### config.mk
export PLATFORM = sky130hd
export DESIGN_NAME = win_scanner_flat
export DESIGN_NICKNAME = d
export VERILOG_FILES = /design/src/rtl/win_scanner_if.sv /design/src/rtl/win_scanner.sv /design/src/flat_wrapper.sv
export SDC_FILE = /design/constraint.sdc
export NUM_CORES = 1
export LEC_CHECK = 0
export ABC_AREA = 1
export BUFFER_PORTS_ARGS = -buffer_cell sky130_fd_sc_hd__buf_2
export CAP_MARGIN = 10
export CORE_UTILIZATION = 24
export CTS_BUF_LIST = sky130_fd_sc_hd__clkbuf_16
export DETAILED_ROUTE_END_ITERATION = 16
export PLACE_DENSITY = 0.53
export REMOVE_ABC_BUFFERS = 1
export SYNTH_ARGS = -nofsm -noshare
export SYNTH_HDL_FRONTEND = slang
export SYNTH_SLANG_ARGS = --single-unit
### constraint.sdc
create_clock -name clk -period 6.5 [get_ports clk]
set_input_delay 0.65 -clock clk [delete_from_list [all_inputs] [get_ports clk]]
set_output_delay 0.65 -clock clk [all_outputs]
set_load 0.005 [all_outputs]
### src/rtl/win_scanner_if.sv
// Handshake and board bus between the board store (master) and the win scanner (slave).
// Carries the start/clear controls, the placed position, the live board and the scan results.
interface win_scanner_if #(
    parameter int N = 10
);
    logic               clear;
    logic               start;
    logic [7:0]         pos;
    logic [2*N*N-1:0]   board_state;
    logic               busy;
    logic               done;
    logic               black_win;
    logic               white_win;

    modport master (
        output clear, start, pos, board_state,
        input  busy, done, black_win, white_win
    );

    modport slave (
        input  clear, start, pos, board_state,
        output busy, done, black_win, white_win
    );
endinterface

### src/rtl/win_scanner.sv
// Sequential five-in-a-row detector: walks outward from the stone just placed,
// one cell per clock, in four directions, and raises sticky win flags.
module win_scanner #(
    parameter int N       = 10,
    parameter int WIN_LEN = 5
) (
    input  logic          clk,
    input  logic          rst,
    win_scanner_if.slave  bus
);
    localparam int               CELLS = N * N;
    localparam int               IW    = $clog2(CELLS);
    localparam logic [7:0]       N8    = 8'(N);
    localparam logic [7:0]       CELLS8 = 8'(CELLS);
    localparam logic signed [4:0] N_S  = 5'(N);
    localparam logic [3:0]       WIN4  = 4'(WIN_LEN);

    typedef enum logic [2:0] {
        S_IDLE, S_LOAD, S_FWD, S_BWD, S_EVAL, S_DONE
    } state_t;

    state_t             state_reg;
    logic [7:0]         pos_reg;
    logic signed [4:0]  row_reg;
    logic signed [4:0]  col_reg;
    logic [1:0]         colour_reg;
    logic [1:0]         dir_reg;
    logic [3:0]         count_reg;
    logic [2:0]         step_reg;
    logic               busy_reg;
    logic               done_reg;
    logic               black_win_reg;
    logic               white_win_reg;

    // Board unpacked into per-cell entries so both probes below are plain muxes.
    logic [1:0] cells [CELLS];
    genvar gi;
    generate
        for (gi = 0; gi < CELLS; gi++) begin : g_cells
            assign cells[gi] = bus.board_state[2*gi +: 2];
        end
    endgenerate

    // Placed-stone decode used while in LOAD.
    logic [7:0] pos_row;
    logic [7:0] pos_col;
    logic       pos_valid;
    logic [1:0] pos_cell;

    always_comb begin
        pos_row   = pos_reg / N8;
        pos_col   = pos_reg % N8;
        pos_valid = (pos_reg < CELLS8);
        pos_cell  = pos_valid ? cells[pos_reg[IW-1:0]] : 2'b00;
    end

    // Probe cell at distance step along the current direction; BWD mirrors FWD.
    logic signed [4:0] base_dr;
    logic signed [4:0] base_dc;
    logic signed [4:0] step_dr;
    logic signed [4:0] step_dc;
    logic signed [4:0] step_s;
    logic signed [4:0] probe_row;
    logic signed [4:0] probe_col;
    logic              probe_in;
    logic [IW-1:0]     probe_idx;
    logic [1:0]        probe_cell;
    logic              hit;

    always_comb begin
        base_dr = 5'sd0;
        base_dc = 5'sd0;
        case (dir_reg)
            2'd0:    base_dc = 5'sd1;
            2'd1:    base_dr = 5'sd1;
            2'd2:    begin base_dr = 5'sd1; base_dc = 5'sd1;  end
            default: begin base_dr = 5'sd1; base_dc = -5'sd1; end
        endcase
        step_dr   = (state_reg == S_BWD) ? -base_dr : base_dr;
        step_dc   = (state_reg == S_BWD) ? -base_dc : base_dc;
        step_s    = $signed({2'b00, step_reg});
        probe_row = row_reg + step_dr * step_s;
        probe_col = col_reg + step_dc * step_s;
        // Bounds are per axis, so a line can never wrap onto the next row.
        probe_in  = !probe_row[4] && (probe_row < N_S) && !probe_col[4] && (probe_col < N_S);
        probe_idx = IW'(32'(probe_row[3:0]) * 32'(N) + 32'(probe_col[3:0]));
        probe_cell = probe_in ? cells[probe_idx] : 2'b00;
        hit       = probe_in && (probe_cell == colour_reg);
    end

    always_ff @(posedge clk or posedge rst) begin
        if (rst) begin
            state_reg     <= S_IDLE;
            pos_reg       <= 8'd0;
            row_reg       <= 5'sd0;
            col_reg       <= 5'sd0;
            colour_reg    <= 2'b00;
            dir_reg       <= 2'd0;
            count_reg     <= 4'd1;
            step_reg      <= 3'd1;
            busy_reg      <= 1'b0;
            done_reg      <= 1'b0;
            black_win_reg <= 1'b0;
            white_win_reg <= 1'b0;
        end else if (bus.clear) begin
            state_reg     <= S_IDLE;
            dir_reg       <= 2'd0;
            count_reg     <= 4'd1;
            step_reg      <= 3'd1;
            busy_reg      <= 1'b0;
            done_reg      <= 1'b0;
            black_win_reg <= 1'b0;
            white_win_reg <= 1'b0;
        end else begin
            done_reg <= 1'b0;
            case (state_reg)
                S_IDLE: begin
                    if (bus.start && !black_win_reg && !white_win_reg) begin
                        pos_reg   <= bus.pos;
                        busy_reg  <= 1'b1;
                        state_reg <= S_LOAD;
                    end
                end
                S_LOAD: begin
                    row_reg    <= $signed(pos_row[4:0]);
                    col_reg    <= $signed(pos_col[4:0]);
                    colour_reg <= pos_cell;
                    if (!pos_valid || !pos_cell[1]) begin
                        state_reg <= S_DONE;
                    end else begin
                        dir_reg   <= 2'd0;
                        count_reg <= 4'd1;
                        step_reg  <= 3'd1;
                        state_reg <= S_FWD;
                    end
                end
                S_FWD, S_BWD: begin
                    if (hit) begin
                        count_reg <= count_reg + 4'd1;
                    end
                    if (!hit || step_reg == 3'd4) begin
                        step_reg  <= 3'd1;
                        state_reg <= (state_reg == S_FWD) ? S_BWD : S_EVAL;
                    end else begin
                        step_reg  <= step_reg + 3'd1;
                    end
                end
                S_EVAL: begin
                    if (count_reg >= WIN4) begin
                        if (colour_reg[0]) begin
                            white_win_reg <= 1'b1;
                        end else begin
                            black_win_reg <= 1'b1;
                        end
                        state_reg <= S_DONE;
                    end else if (dir_reg == 2'd3) begin
                        state_reg <= S_DONE;
                    end else begin
                        dir_reg   <= dir_reg + 2'd1;
                        count_reg <= 4'd1;
                        step_reg  <= 3'd1;
                        state_reg <= S_FWD;
                    end
                end
                S_DONE: begin
                    done_reg  <= 1'b1;
                    busy_reg  <= 1'b0;
                    state_reg <= S_IDLE;
                end
                default: state_reg <= S_IDLE;
            endcase
        end
    end

    assign bus.busy      = busy_reg;
    assign bus.done      = done_reg;
    assign bus.black_win = black_win_reg;
    assign bus.white_win = white_win_reg;
endmodule

### src/flat_wrapper.sv
// flat-port wrapper written by rule: the top's interface ports become plain ports
module win_scanner_flat 
#(
    parameter int N       = 10,
    parameter int WIN_LEN = 5
)
  (clk, rst, bus_clear, bus_start, bus_pos, bus_board_state, bus_busy, bus_done, bus_black_win, bus_white_win);
  win_scanner_if #(.N(N)) bus_i ();
  input  logic clk;
  input  logic rst;
  input wire logic [$bits(bus_i.clear)-1:0] bus_clear;
  input wire logic [$bits(bus_i.start)-1:0] bus_start;
  input wire logic [$bits(bus_i.pos)-1:0] bus_pos;
  input wire logic [$bits(bus_i.board_state)-1:0] bus_board_state;
  output wire logic [$bits(bus_i.busy)-1:0] bus_busy;
  output wire logic [$bits(bus_i.done)-1:0] bus_done;
  output wire logic [$bits(bus_i.black_win)-1:0] bus_black_win;
  output wire logic [$bits(bus_i.white_win)-1:0] bus_white_win;
  assign bus_i.clear = bus_clear;
  assign bus_i.start = bus_start;
  assign bus_i.pos = bus_pos;
  assign bus_i.board_state = bus_board_state;
  assign bus_busy = bus_i.busy;
  assign bus_done = bus_i.done;
  assign bus_black_win = bus_i.black_win;
  assign bus_white_win = bus_i.white_win;
  win_scanner #(.N(N), .WIN_LEN(WIN_LEN)) u_core (.clk(clk), .rst(rst), .bus(bus_i));
endmodule
==> results.cfg <==
[grt]
grt_util_all_layers_pct = 19.1
use_met3_pct = 3.09
antenna_found_initial = 2
met2_usage_pct = 31.7
grt_max_degree = 108
grt_pass1_vias = 8510
grt_pass1_wl_um = 45700
use_met1_pct = 25.0
grt.overflow.total = 0
top_usage_layer = met2

[clocking]
cts_root_buf = clkbuf_16
cts.htree.levels = 2
worstSkewPairLatency_ns = 0.28
cts_sinks = 36
cts_setup_buffers = 0
cts_made_buffers = 5
post_cts_resized = 0
holdBufCountCts = 0
cts_buffer_depth = 2
cts_tree = done
clk_pin_slew_ns = 0.06

[detailed_routing]
dr.pass1.iters = 7
vias_per_cell = 5.01
drtAntennaViolNets = 0
via_count = 9070
drc_errors = 0
routed_wl_um = 29700
drtIter0Drc = 773
wl_per_cell_um = 16.4

[yosys]
synth_area_leader_cell = o21ai_0
ys_ff_latch = 36
synth_async_sr_flop_share_pct = 100
ys_seq_area_share_pct = 12.8
synthAdderAreaFrac_pct = 8.69
synth_top_area_share_pct = 13.5
yosysMostFrequentCell = nand2_1
synth-compound-area-share_pct = 30.8
synthCells = 1261
synthMuxAreaShare_pct = 0
ys_warn_count = 0
ys.flop_type = dfrtp_1
synth_area_leaders = o21ai_0, nand2_1, dfrtp_1
synth_area_per_cell_um2 = 5.59
synth_area_um2 = 7050
synth_edf_count = 0
yosys.area_share.xor_xnor_pct = 1.99
synth_top_family_by_area = simple AND/OR/NAND/NOR gates
synth.distinct_cells = 46
synth_common_cells = nand2_1, o21ai_0, a21oi_1
synth-simple-area-share_pct = 31.4

[placement]
portBuffers = 215
gp_congestion = 0.851
dpl.hpwl_um = 22700
dp_slack_ns = 0.826

[critical_path]
critical_path.endpoint_type = register
cp-start-kind = register
max_stage_delay_ns = 0.51
crit_family = adder cells
arrival_ns = 5.88
worst-setup-path-type = register to register
critPathSlowestCell = fa_1
crit_top_cell = nand2_1
worstPathRequired_ns = 6.67
cp_max_fo = 6
cp_num_buf_inv = 7

[floorplan]
dieHeight_um = 173
die_area_um2 = 30100
io_pins = 216
fp-row-count = 62
die_x_um = 173
core_um2 = 28800
initial_utilization_pct = 24.5

[finish]
fin_nets = 1677
fillers = 3287
multiInputGateArea_um2 = 5160
final-seq-area_um2 = 905
area_growth_pct = 21.3
drive_above_1_share_pct = 20.4
largest_reg_flops = 8

[sta]
min_period_ns = 5.71
worst_pin_slew_ns = 1.12
fmax_mhz = 175
slew_viol_final = 0
skew_ns = 0.00467
layout_setup_ws_ns = 0.788
fin_crit_sh_pct = 87.9
hold_violations = 0
max_slew_margin_pct = 25.4
finalSetupViolCount = 0
rsz0062_at_grt = false
fin_hold_ws_ns = 0.473
fin_setup_tns_ns = 0

[hold_path]
hold_path_class = input port to async pin

[run]
cap_viol_max_count = 0

[outcome]
outcome = finished clean
## stage by stage
step / instances / area [um2] / util [%]
global route: 1807 / 8550 / 29.7
CTS: 1806 / 8540 / 29.7
floorplan: 1182 / 6670 / -
finish: 1809 / 8550 / 29.7
detailed placement: 1798 / 8380 / 29.1
global placement: 1798 / 8380 / 29.1
## final cells by class
type                       instances  area share, %
tap                              384           5.62
clock inverter                     3          0.439
antenna                            2         0.0585
clock buffer                       5           1.46
inverter                         167           7.34
multi-input combinational        979           60.3
sequential                        36           10.6
timing repair buffer             233           14.2
## tightest hold or removal path, delay by kind of cell
family	cells	cell delay, ns
buf+inv	3	0.55
## final timing paths
check                                                start                          endpoint  slack [ns]  cells after the start
max reg2reg                u_core.state_reg[2]$_DFFE_PP0P_   u_core.count_reg[2]$_DFFE_PP0P_        0.79                     30
max                        u_core.state_reg[2]$_DFFE_PP0P_   u_core.count_reg[2]$_DFFE_PP0P_        0.79                     30
min in group clk             u_core.col_reg[2]$_DFFE_PP0P_     u_core.col_reg[2]$_DFFE_PP0P_        0.49                      2
max in group asynchronous                              rst     u_core.pos_reg[0]$_DFFE_PP0P_        5.67                      3
min reg2reg                  u_core.col_reg[2]$_DFFE_PP0P_     u_core.col_reg[2]$_DFFE_PP0P_        0.49                      2
min                                                    rst  u_core.bus.white_win$_DFFE_PP0P_        0.47                      3
## cells by family after synthesis
family	Yosys count
AOI/OAI and AO/OA	408
adders and majority gates	43
buffers and inverters	246
DFF	36
xor gates and xnor gates	16
and+or+nand+nor	512
## metal layers
layer	up-vias	wire, um
met1	4090	13200
met4	0	789
li1	4526	-
met3	60	2130
met2	394	13600
met5	-	0
## cells in the final DEF (no fill, tap or decap), drive strengths merged
cell type,instances
nand2,259
buf,233
o21ai,198
a21oi,167
inv,164
nor2,121
nand3,96
dfrtp,34
ha,33
o211ai,22
nor3,15
fa,10
xor2,9
nor4,9
nand4,7
xnor2,7
a221oi,5
clkbuf,5
clkinv,5
a31oi,4
diode,2
nand3b,2
o311ai,2
a22oi,2
o2111ai,2
dfstp,2
or2,2
o21a,2
and3,1
o21bai,1
a211oi,1
o31ai,1
o22ai,1
bufinv,1
Power is not shown: default switching activity piles up to over one toggle a cycle in this logic, so the estimate is an artifact.
